$ cat src/rtl/rvc_fetch_aligner.sv
// Fetch-word to instruction aligner: halfword queue, 32-bit realignment and RV32C expansion.
// Optional issue statistics (stat_total, stat_compressed) are built when RVC_STATS_EN is defined.
module rvc_fetch_aligner #(
    parameter int          FETCH_WIDTH = 32,
    parameter int          QUEUE_HW    = 6,
    parameter logic [31:0] RESET_PC    = 32'h0
) (
    input  logic                   clk,
    input  logic                   rst_n,
    input  logic                   flush,
    input  logic [31:0]            flush_pc,
    input  logic                   in_valid,
    output logic                   in_ready,
    input  logic [FETCH_WIDTH-1:0] in_data,
    output logic                   out_valid,
    input  logic                   out_ready,
    output logic [31:0]            out_instr,
    output logic [31:0]            out_pc,
    output logic                   out_compressed,
    output logic                   out_illegal
`ifdef RVC_STATS_EN
    ,
    output logic [31:0]            stat_total,
    output logic [31:0]            stat_compressed
`endif
);

    localparam int FW_HW = FETCH_WIDTH / 16;
    localparam int PTR_W = $clog2(QUEUE_HW);
    localparam int CNT_W = $clog2(QUEUE_HW + 1);

    function automatic logic [PTR_W-1:0] ptr_add(input logic [PTR_W-1:0] p, input logic [PTR_W-1:0] n);
        logic [PTR_W:0] s;
        s = {1'b0, p} + {1'b0, n};
        if (s >= (PTR_W+1)'(QUEUE_HW))
            s = s - (PTR_W+1)'(QUEUE_HW);
        return s[PTR_W-1:0];
    endfunction

    function automatic logic [31:0] j_type(input logic [20:1] imm, input logic [4:0] rd);
        return {imm[20], imm[10:1], imm[11], imm[19:12], rd, 7'h6F};
    endfunction

    // Returns {illegal, expanded instruction} for a 16-bit encoding.
    function automatic logic [32:0] rvc_expand(input logic [15:0] c);
        logic [31:0] ins;
        logic        ill;
        logic [4:0]  rd, rs2, rdp, rs1p;
        logic [11:0] imm6s;
        logic [20:1] jimm;
        logic [12:1] bimm;
        ins   = 32'h0;
        ill   = 1'b0;
        rd    = c[11:7];
        rs2   = c[6:2];
        rdp   = {2'b01, c[4:2]};
        rs1p  = {2'b01, c[9:7]};
        imm6s = {{6{c[12]}}, c[12], c[6:2]};
        jimm  = {{10{c[12]}}, c[8], c[10:9], c[6], c[7], c[2], c[11], c[5:3]};
        bimm  = {{5{c[12]}}, c[6:5], c[2], c[11:10], c[4:3]};
        case (c[1:0])
            2'b00: case (c[15:13])
                3'b000: begin
                    ins = {2'b00, c[10:7], c[12:11], c[5], c[6], 2'b00, 5'd2, 3'b000, rdp, 7'h13};
                    ill = (c[12:5] == 8'h0);
                end
                3'b010: ins = {5'b0, c[5], c[12:10], c[6], 2'b00, rs1p, 3'b010, rdp, 7'h03};
                3'b110: ins = {5'b0, c[5], c[12], rdp, rs1p, 3'b010, c[11:10], c[6], 2'b00, 7'h23};
                default: ill = 1'b1;
            endcase
            2'b01: case (c[15:13])
                3'b000: ins = {imm6s, rd, 3'b000, rd, 7'h13};
                3'b001: ins = j_type(jimm, 5'd1);
                3'b010: ins = {imm6s, 5'd0, 3'b000, rd, 7'h13};
                3'b011: begin
                    ill = ({c[12], c[6:2]} == 6'h0);
                    if (rd == 5'd2)
                        ins = {{3{c[12]}}, c[4:3], c[5], c[2], c[6], 4'b0000, 5'd2, 3'b000, 5'd2, 7'h13};
                    else
                        ins = {{15{c[12]}}, c[6:2], rd, 7'h37};
                end
                3'b100: case (c[11:10])
                    2'b00: begin ins = {7'b0000000, c[6:2], rs1p, 3'b101, rs1p, 7'h13}; ill = c[12]; end
                    2'b01: begin ins = {7'b0100000, c[6:2], rs1p, 3'b101, rs1p, 7'h13}; ill = c[12]; end
                    2'b10: ins = {imm6s, rs1p, 3'b111, rs1p, 7'h13};
                    default: begin
                        ill = c[12];
                        case (c[6:5])
                            2'b00:   ins = {7'b0100000, rdp, rs1p, 3'b000, rs1p, 7'h33};
                            2'b01:   ins = {7'b0000000, rdp, rs1p, 3'b100, rs1p, 7'h33};
                            2'b10:   ins = {7'b0000000, rdp, rs1p, 3'b110, rs1p, 7'h33};
                            default: ins = {7'b0000000, rdp, rs1p, 3'b111, rs1p, 7'h33};
                        endcase
                    end
                endcase
                3'b101: ins = j_type(jimm, 5'd0);
                3'b110: ins = {bimm[12], bimm[10:5], 5'd0, rs1p, 3'b000, bimm[4:1], bimm[11], 7'h63};
                default: ins = {bimm[12], bimm[10:5], 5'd0, rs1p, 3'b001, bimm[4:1], bimm[11], 7'h63};
            endcase
            2'b10: case (c[15:13])
                3'b000: begin ins = {7'b0000000, c[6:2], rd, 3'b001, rd, 7'h13}; ill = c[12]; end
                3'b010: begin
                    ins = {4'b0, c[3:2], c[12], c[6:4], 2'b00, 5'd2, 3'b010, rd, 7'h03};
                    ill = (rd == 5'd0);
                end
                3'b100: begin
                    if (!c[12]) begin
                        if (rs2 == 5'd0) begin
                            ins = {12'h0, rd, 3'b000, 5'd0, 7'h67};
                            ill = (rd == 5'd0);
                        end else
                            ins = {7'b0, rs2, 5'd0, 3'b000, rd, 7'h33};
                    end else if (rs2 == 5'd0 && rd == 5'd0)
                        ins = 32'h0010_0073;
                    else if (rs2 == 5'd0)
                        ins = {12'h0, rd, 3'b000, 5'd1, 7'h67};
                    else
                        ins = {7'b0, rs2, rd, 3'b000, rd, 7'h33};
                end
                3'b110: ins = {4'b0, c[8:7], c[12], c[6:2], 5'd2, 3'b010, c[11:9], 2'b00, 7'h23};
                default: ill = 1'b1;
            endcase
            default: ins = 32'h0;
        endcase
        if (c == 16'h0)
            ill = 1'b1;
        return {ill, ins};
    endfunction

    logic [15:0]      r_q [QUEUE_HW];
    logic [PTR_W-1:0] r_head, r_tail;
    logic [CNT_W-1:0] r_count;
    logic [31:0]      r_pc;
    logic             r_drop;

    logic [15:0]      w_hw [FW_HW];
    logic [15:0]      w_h0, w_h1;
    logic             w_is32, w_push, w_pop;
    logic [CNT_W-1:0] w_push_n, w_pop_n;
    logic [32:0]      w_exp;

    // With drop_first set, the upper halfwords slide down one slot and the top one is unused.
    genvar g;
    for (g = 0; g < FW_HW; g++) begin : g_src
        if (g + 1 < FW_HW) begin : g_mid
            assign w_hw[g] = r_drop ? in_data[16*(g+1) +: 16] : in_data[16*g +: 16];
        end else begin : g_last
            assign w_hw[g] = r_drop ? 16'h0 : in_data[16*g +: 16];
        end
    end

    assign w_h0     = r_q[r_head];
    assign w_h1     = r_q[ptr_add(r_head, PTR_W'(1))];
    assign w_is32   = (w_h0[1:0] == 2'b11);
    assign w_exp    = rvc_expand(w_h0);
    assign w_push_n = r_drop ? CNT_W'(FW_HW - 1) : CNT_W'(FW_HW);
    assign w_pop_n  = w_is32 ? CNT_W'(2) : CNT_W'(1);

    assign in_ready       = !flush && (r_count <= CNT_W'(QUEUE_HW - FW_HW));
    assign out_valid      = w_is32 ? (r_count >= CNT_W'(2)) : (r_count != '0);
    assign w_push         = in_valid && in_ready;
    assign w_pop          = out_valid && out_ready && !flush;
    assign out_pc         = r_pc;
    assign out_compressed = out_valid && !w_is32;
    assign out_illegal    = out_valid && !w_is32 && w_exp[32];
    assign out_instr      = !out_valid ? 32'h0 :
                            w_is32     ? {w_h1, w_h0} :
                            w_exp[32]  ? {16'h0, w_h0} : w_exp[31:0];

    always_ff @(posedge clk) begin
        for (int k = 0; k < FW_HW; k++)
            if (w_push && (CNT_W'(k) < w_push_n))
                r_q[ptr_add(r_tail, PTR_W'(k))] <= w_hw[k];
    end

    always_ff @(posedge clk or negedge rst_n) begin
        if (!rst_n) begin
            r_head  <= '0;
            r_tail  <= '0;
            r_count <= '0;
            r_pc    <= RESET_PC;
            r_drop  <= 1'b0;
        end else if (flush) begin
            r_head  <= '0;
            r_tail  <= '0;
            r_count <= '0;
            r_pc    <= flush_pc & ~32'h1;
            r_drop  <= flush_pc[1];
        end else begin
            if (w_push) begin
                r_tail <= ptr_add(r_tail, PTR_W'(w_push_n));
                r_drop <= 1'b0;
            end
            if (w_pop) begin
                r_head <= ptr_add(r_head, PTR_W'(w_pop_n));
                r_pc   <= r_pc + (w_is32 ? 32'd4 : 32'd2);
            end
            r_count <= r_count + (w_push ? w_push_n : '0) - (w_pop ? w_pop_n : '0);
        end
    end

`ifdef RVC_STATS_EN
    always_ff @(posedge clk or negedge rst_n) begin
        if (!rst_n) begin
            stat_total      <= 32'h0;
            stat_compressed <= 32'h0;
        end else if (w_pop) begin
            stat_total <= stat_total + 32'd1;
            if (!w_is32)
                stat_compressed <= stat_compressed + 32'd1;
        end
    end
`endif

endmodule
$ cat config.mk
export PLATFORM = sky130hd
export DESIGN_NAME = rvc_fetch_aligner
export DESIGN_NICKNAME = d
export VERILOG_FILES = /design/src/rtl/rvc_fetch_aligner.sv
export SDC_FILE = /design/constraint.sdc
export NUM_CORES = 1
export LEC_CHECK = 0
export ABC_CLOCK_PERIOD_IN_PS = 6700
export BUFFER_PORTS_ARGS = -buffer_cell sky130_fd_sc_hd__buf_2
export CAP_MARGIN = 5
export CORE_MARGIN = 2
export CORE_UTILIZATION = 55
export CTS_CLUSTER_DIAMETER = 120
export DETAILED_ROUTE_END_ITERATION = 10
export MAX_ROUTING_LAYER = met4
export PLACE_DENSITY = 0.86
export SETUP_SLACK_MARGIN = 0.05
export SLEW_MARGIN = 20
export SYNTH_ARGS = -nofsm -noshare
export SYNTH_HDL_FRONTEND = slang
export SYNTH_SLANG_ARGS = --single-unit
$ cat constraint.sdc
create_clock -name clk -period 6.7 [get_ports clk]
set_input_delay 1.005 -clock clk [delete_from_list [all_inputs] [get_ports clk]]
set_output_delay 1.005 -clock clk [all_outputs]
set_load 0.02 [all_outputs]
==> key figures, run 1 <==
STA
  – Worst relative slew slack: 0.226
  – Setup TNS: 0 ns
  – Post-Route Skew: 0.0168 ns
  – Max Clk Rate: 172 MHz
  – RSZ-0062 raised after global routing: false
  – Setup Viol. Count Final: 0
  – Crit path time final: 5.81 ns
  – Final hold slack: 0.585 ns
  – Pins Over Slew Limit: 0
  – Final hold vios: 0
  – Period Utilization, post-route: 0.867
  – Worst slew pin tran: 1.16 ns

CTS
  – Worst-skew pair later-pin latency: 0.44 ns
  – Post-CTS sizing: 0
  – CTS Buffer Depth: 2
  – CTS tree: built
  – Htree depth: 4
  – Worst-path clk slew: 0.07 ns
  – Post-cts hold buffer count: 0
  – Sink Count: 137
  – Root Driver: clkbuf_16
  – Setup Buffers After CTS: 0
  – Inserted Clock Buffers: 17

Logic synthesis
  – Sequential fraction of the synthesis area: 0.373
  – Syn Nets: 1131
  – Area leader, netlist: edfxtp_1
  – Mapped Avg Cell Area: 10.0 µm²
  – Syn Std Cell Area: 10500 µm²
  – Asr flop ratio synth: 0.299
  – Ys Warns: 0
  – Cells after synthesis: 1044
  – Commonest cells in the netlist: 123 x mux2_2, 123 x nand2_1, 96 x edfxtp_1
  – Area share of the largest cell type after synthesis: 0.275
  – Synth area leaders: edfxtp_1 28%, mux2_2 13%, dfrtp_1 9.8%, mux4_2 6.7%, nand2_1 4.4%
  – Post-synthesis register bit count: 137
  – Ys flop type: edfxtp_1
  – Post-synthesis cell type count: 78
  – Post-synth EDFFs: 96

Setup path
  – Worst Setup End Kind: output pin
  – Crit-path max cell delay: 0.81 ns
  – CP arrival: 4.80 ns
  – Worst-path maximum fanout: 27
  – FF-to-FF path depth: 16
  – Buf+Inv Stages, Crit Path: 2
  – Critical path's top delay family: compound AO/OA/AOI/OAI gates
  – CP cell instances: buf_4 > mux4_2 > o21a_1 > a221oi_2 > and2_1 > a311oi_4 > o211ai_4 > nor3_1 > a211oi_1 > buf_2
  – Critical Path Slowest Stage Cell: dfrtp_2
  – RR Endpoint: r_count[2]
  – Setup crit start: r_head[0]
  – CP Data Required Time: 5.69 ns
  – Worst Setup Start Kind: register
  – Critical R2R Launch: r_head[1]
  – Crit Path Category: register to output pin
  – R2R Setup Slk: 1.72 ns

Global routing
  – Vias in the first global route: 9090
  – Total GRT Usage: 0.345
  – GR Util met2: 0.531
  – Global-route track usage on met1: 0.433
  – Largest net degree at the start of global routing: 70
  – First-pass GRT wire length: 51.8 mm
  – Grt peak-use layer: met2
  – Global route overflow: 0
  – Met3 usage: 0.0754
  – Initial antenna violation count: 1

Power
  – Power per cell area: 442 nW/µm²
  – Final total power: 5.28 mW
  – Worst vdd ir: 0.000275 V
  – Pleak: 4.38 nW

Min path
  – Hold path cells: 2
  – Worst Hold Class: register to register
  – WHS Endpoint: out_pc[31]
  – Hold Crit Start: out_pc[31]

Routing
  – Vias per cell: 6.85
  – Initial DRC count: 1220
  – Post-route ant nets: 0
  – Via count: 9632
  – Pre-antenna DRT Iters: 7
  – Routed wire length: 34.0 mm
  – Avg WL per Cell: 24.2 µm
  – Residual DRC: 0

Placed design
  – Global placement routability congestion: 0.977
  – Placed Cells: 1373
  – Placed inst area: 11400 µm²
  – Port buffer count: 134
  – DP HPWL: 22.9 mm

Finish
  – Fillers: 1444
  – Layout cell share with drive strength beyond 1: 0.326
  – Design Area, Final: 11900 µm²
  – Final Instance Count excl. Fillers: 1406
  – Area grow syn2layout: 13.9%
  – Nets@finish: 1245

Run status
  – Status: completed

Die
  – Overall die height: 142 µm
  – DIE WIDTH: 142 µm
  – Row count: 50
  – Boundary Pins: 137
  – Core ar.: 18700 µm²
  – Starting Density: 0.560
  – Area of the die: 20200 µm²

Run
  – Max_cap viols: 0
[power by group]
group / switching (mW) / total [mW] / internal [mW]
combinational: 2.09 / 3.22 / 1.12
sequential: 0.121 / 1.13 / 1.01
clock: 0.442 / 0.932 / 0.490
total: 2.66 / 5.28 / 2.62
[layer usage]
layer | part of all wire | vias to the layer above | wire length (µm)
met4 | 0.053 | 0 | 1800
li1 | - | 4190 | -
met1 | 0.38 | 4590 | 12900
met5 | 0 | - | 0
met2 | 0.46 | 688 | 15600
met3 | 0.11 | 164 | 3700
[kinds of logic (layout without fill, tap and decap cells)]
family          Yosys count  after routing  synth area share
mux                     190            190             0.236
fa+ha+maj                18             18            0.0251
other cells               1              2          0.000358
simple gates            315            315             0.136
compound gates          258            258             0.161
buf+inv                  90            217            0.0398
flops                   137            137             0.373
xor+xnor                 35             35            0.0292
[cell type report]
class | count | area, µm² | area share
Multi-Input combinational cell | 817 | 6200 | 0.520
Sequential cell | 137 | 3910 | 0.328
Timing Repair Buffer | 162 | 881 | 0.0738
Clock buffer | 18 | 429 | 0.0360
Tap cell | 234 | 293 | 0.0245
Clock inverter | 14 | 130 | 0.0109
Inverter | 23 | 86.3 | 0.00723
Antenna cell | 1 | 2.50 | 0.000210
[worst min-delay path, stage by stage (launching register included)]
cell and delay [ns]:
dfrtp_1 0.37, xnor2_1 0.12, o21ai_1 0.06
[metrics by stage]
stage	setup slack (ns)	util
6_report	0.894	0.638
3_5_place_dp	1.33	0.608
4_1_cts	0.874	0.637
5_1_grt	0.650	0.638
3_3_place_gp	1.43	0.608
2_1_floorplan	2.49	-
[placed cells by master, fill, tap and decap left out, types with 7 or more instances in the layout]
| cell type | n |
|---|---|
| inv_1 | 19 |
| nor2_1 | 77 |
| a211oi_1 | 15 |
| o31ai_1 | 7 |
| and3_1 | 9 |
| o211ai_1 | 14 |
| o21ai_1 | 8 |
| dfrtp_1 | 39 |
| ha_1 | 13 |
| mux4_2 | 31 |
| nor3_1 | 26 |
| xnor2_1 | 22 |
| nand4_1 | 11 |
| a31oi_1 | 13 |
| a21oi_1 | 56 |
| o21ai_0 | 70 |
| edfxtp_1 | 96 |
| xor2_1 | 12 |
| clkbuf_16 | 17 |
| buf_4 | 28 |
| nand3_1 | 27 |
| buf_2 | 134 |
| o22ai_1 | 19 |
| nand2_1 | 123 |
| mux2_2 | 123 |
| mux2i_1 | 30 |
[flip-flops by register name, summed over array words and instances (netlist names)]
signal and flops:
r_q 96, r_tail 3, r_head 3, out_pc 31
r_drop 1, r_count 3
[worst max path at each step]
stage	cells past startpoint	end
after floorplan	13	out_instr[18]
after global placement	11	out_instr[25]
after detailed placement	11	out_instr[25]
after CTS	11	out_instr[25]
after global routing	10	out_instr[6]
final	10	out_instr[13]
Power figures use the tool's default switching activity.
==> inputs of run 2 (changes only) <==
--- a/config.mk
+++ b/config.mk
@@ -5,7 +5,7 @@
 export SDC_FILE = /design/constraint.sdc
 export NUM_CORES = 1
 export LEC_CHECK = 0
-export ABC_CLOCK_PERIOD_IN_PS = 6700
+export ABC_CLOCK_PERIOD_IN_PS = 7500
 export BUFFER_PORTS_ARGS = -buffer_cell sky130_fd_sc_hd__buf_2
 export CAP_MARGIN = 5
 export CORE_MARGIN = 2
==> constraint.sdc (replaced) <==
create_clock -name clk -period 7.5 [get_ports clk]
set_input_delay 1.125 -clock clk [delete_from_list [all_inputs] [get_ports clk]]
set_output_delay 1.125 -clock clk [all_outputs]
set_load 0.02 [all_outputs]
==> run 2 against run 1 <==
Worst hold slack worse by 0.0015 ns. Clock-buffer cell count up 2. Worst setup slack improved by 0.33 ns. Clock power shrank 4.4%. Wire length rose by 1.9%. Final area up 0.13%. Via count is 0.35% higher. Global-route usage up 1.3 points. Sequential share of layout area is 0.052 points lower. Total power is 9.8% lower. Largest cell class unchanged. Highest routed layer unchanged.
==> key figures, run 2 (synthesis gave the netlist of run 1 again) <==
Setup path
  – CP cell instances: buf_4 > mux4_2 > o21a_1 > a221oi_2 > and2_1 > a311oi_4 > o211ai_4 > nor2_1 > a211oi_1 > buf_2
  – Worst Setup End Kind: output pin
  – Critical path's top delay family: compound AO/OA/AOI/OAI gates
  – CP Data Required Time: 6.38 ns (+0.69 ns)
  – Critical R2R Launch: r_head[0]
  – CP arrival: 5.16 ns (+0.36 ns)
  – Setup crit start: r_head[0]
  – Critical Path Slowest Stage Cell: dfrtp_2
  – Worst Setup Start Kind: register
  – Buf+Inv Stages, Crit Path: 2 (unchanged)
  – Crit-path max cell delay: 0.90 ns (+0.09 ns)
  – Worst-path maximum fanout: 39 (+44%)
  – R2R Setup Slk: 2.24 ns (+0.52 ns)
  – Crit Path Category: register to output pin

Finish
  – Most common cell after layout, fill and taps aside: buf_2
  – Layout cell share with drive strength beyond 1: 0.322 (-0.00405)
  – Commonest cells after routing, fill and taps aside: 134 x buf_2, 123 x nand2_1, 123 x mux2_2
  – Largest register by flop count: r_q
  – Area grow syn2layout: 14.0%
  – Max reg flops: 96 (unchanged)
  – Fillers: 1456 (+0.83%)
  – Nets@finish: 1238 (-0.56%)

CTS
  – Worst-path clk slew: 0.06 ns (about the same)
  – Post-CTS sizing: 0 (unchanged)
  – Inserted Clock Buffers: 17 (unchanged)
  – Htree depth: 4 (unchanged)
  – Root Driver: clkbuf_16
  – CTS tree: built
  – Worst-skew pair later-pin latency: 0.45 ns (about the same)
  – Setup Buffers After CTS: 0 (unchanged)
  – CTS Buffer Depth: 2 (unchanged)
  – Sink Count: 137 (unchanged)
  – Post-cts hold buffer count: 0 (unchanged)

Routing
  – Vias per cell: 6.90 (+0.71%)
  – Via count: 9666 (+0.35%)
  – Post-route ant nets: 0 (unchanged)
  – Residual DRC: 0 (unchanged)
  – Initial DRC count: 1236 (+1.3%)
  – Routed wire length: 34.7 mm (+1.9%)
  – Avg WL per Cell: 24.8 µm (+2.3%)
  – Pre-antenna DRT Iters: 5 (-2)

STA
  – Final hold vios: 0 (unchanged)
  – Post-Route Skew: 0.0130 ns (-0.00379 ns)
  – Worst setup margin: 1.22 ns (+0.325 ns)
  – Worst relative slew slack: 0.218 (-0.00765)
  – Setup Viol. Count Final: 0 (unchanged)
  – RSZ-0062 raised after global routing: false
  – Worst slew pin tran: 1.14 ns (-0.0199 ns)
  – Period Utilization, post-route: 0.837
  – Setup TNS: 0 ns (unchanged)
  – Max Clk Rate: 159 MHz
  – Pins Over Slew Limit: 0 (unchanged)
  – Crit path time final: 6.28 ns

Die
  – Core ar.: 18700 µm² (unchanged)
  – Area of the die: 20200 µm² (unchanged)
  – Overall die height: 142 µm (unchanged)
  – Row count: 50 (unchanged)
  – DIE WIDTH: 142 µm (unchanged)
  – Starting Density: 0.560 (unchanged)
  – Boundary Pins: 137 (unchanged)

Run
  – Max_cap viols: 0 (unchanged)

Global routing
  – Global route overflow: 0 (unchanged)
  – Total GRT Usage: 0.358 (+0.0131)
  – First-pass GRT wire length: 53.2 mm (+2.8%)
  – Initial antenna violation count: 2 (+1)
  – Largest net degree at the start of global routing: 70 (unchanged)
  – Met3 usage: 0.0888 (+0.0135)
  – GR Util met2: 0.546 (+0.0150)
  – Vias in the first global route: 9364 (+3.0%)
  – Global-route track usage on met1: 0.446 (+0.0124)
  – Grt peak-use layer: met2

Power
  – Power per cell area: 399 nW/µm² (-9.9%)
  – Pleak: 4.38 nW (+0.11%)
  – Worst vdd ir: 0.000214 V (-22%)

Placed design
  – DP HPWL: 23.1 mm (+0.87%)
  – Global placement routability congestion: 0.994 (+1.7%)
  – Port buffer count: 134 (unchanged)
  – Place WS: 1.88 ns (+0.545 ns)

Min path
  – Worst Hold Class: register to register
  – Hold Crit Start: out_pc[31]

Run status
  – Status: completed
run 2: changes by cell type in the layout (fill, tap and decap cells not counted), moves of 2 or more:
| cell | delta |
|---|---|
| buf_4 | -7 |
| clkbuf_16 | +2 |
| clkinvlp_4 | -3 |
| diode_2 | +2 |
| inv_8 | -2 |
run 2: per-stage QoR:
step / instances / cell area [µm²] / total power, mW / utilization / hold slack [ns]
after global placement: 1366 / 11300 / 3.71 / 0.605 / 0.551
after global routing: 1400 / 11900 / 4.96 / 0.639 / 0.638
final: 1401 / 11900 / 4.76 / 0.639 / 0.584
after CTS: 1398 / 11900 / 4.66 / 0.637 / 0.594
after floorplan: 1044 / 10500 / 2.95 / - / 0.609
after detailed placement: 1366 / 11300 / 3.76 / 0.605 / 0.583
run 2: area by class of cell:
type,count,area [µm²],area share
Clock inverter,12,129,0.0108
Multi-Input combinational cell,817,6210,0.520
Timing Repair Buffer,155,828,0.0693
Inverter,23,86.3,0.00723
Clock buffer,20,483,0.0404
Sequential cell,137,3910,0.327
Tap cell,234,293,0.0245
Antenna cell,3,7.51,0.000628
run 2: path summary, 6_finish.rpt:
path	to	cells past startpoint
max	out_instr[4]	10
min	out_pc[31]	2
max reg2reg	out_pc[20]	14
min reg2reg	out_pc[31]	2
max in group asynchronous	r_head[0]	1
min in group asynchronous	out_pc[14]	1
run 2: worst min-delay path, delay by kind of cell, from the launching register on:
kind                      cells  cell delay, ns
DFF                           1            0.37
AOI/OAI and AO/OA             1            0.06
xor gates and xnor gates      1            0.12
run 2: metal layers:
layer | part of all wire | vias up | routed length [µm]
met5 | 0 | - | 0
met4 | 0.055 | 0 | 1900
met3 | 0.12 | 165 | 4030
met2 | 0.45 | 730 | 15700
met1 | 0.38 | 4591 | 13000
li1 | - | 4180 | -
run 2: power by group:
part / internal [mW] / switching (mW)
combinational: 0.986 / 1.87
sequential: 0.901 / 0.114
clock: 0.510 / 0.381
total: 2.40 / 2.36
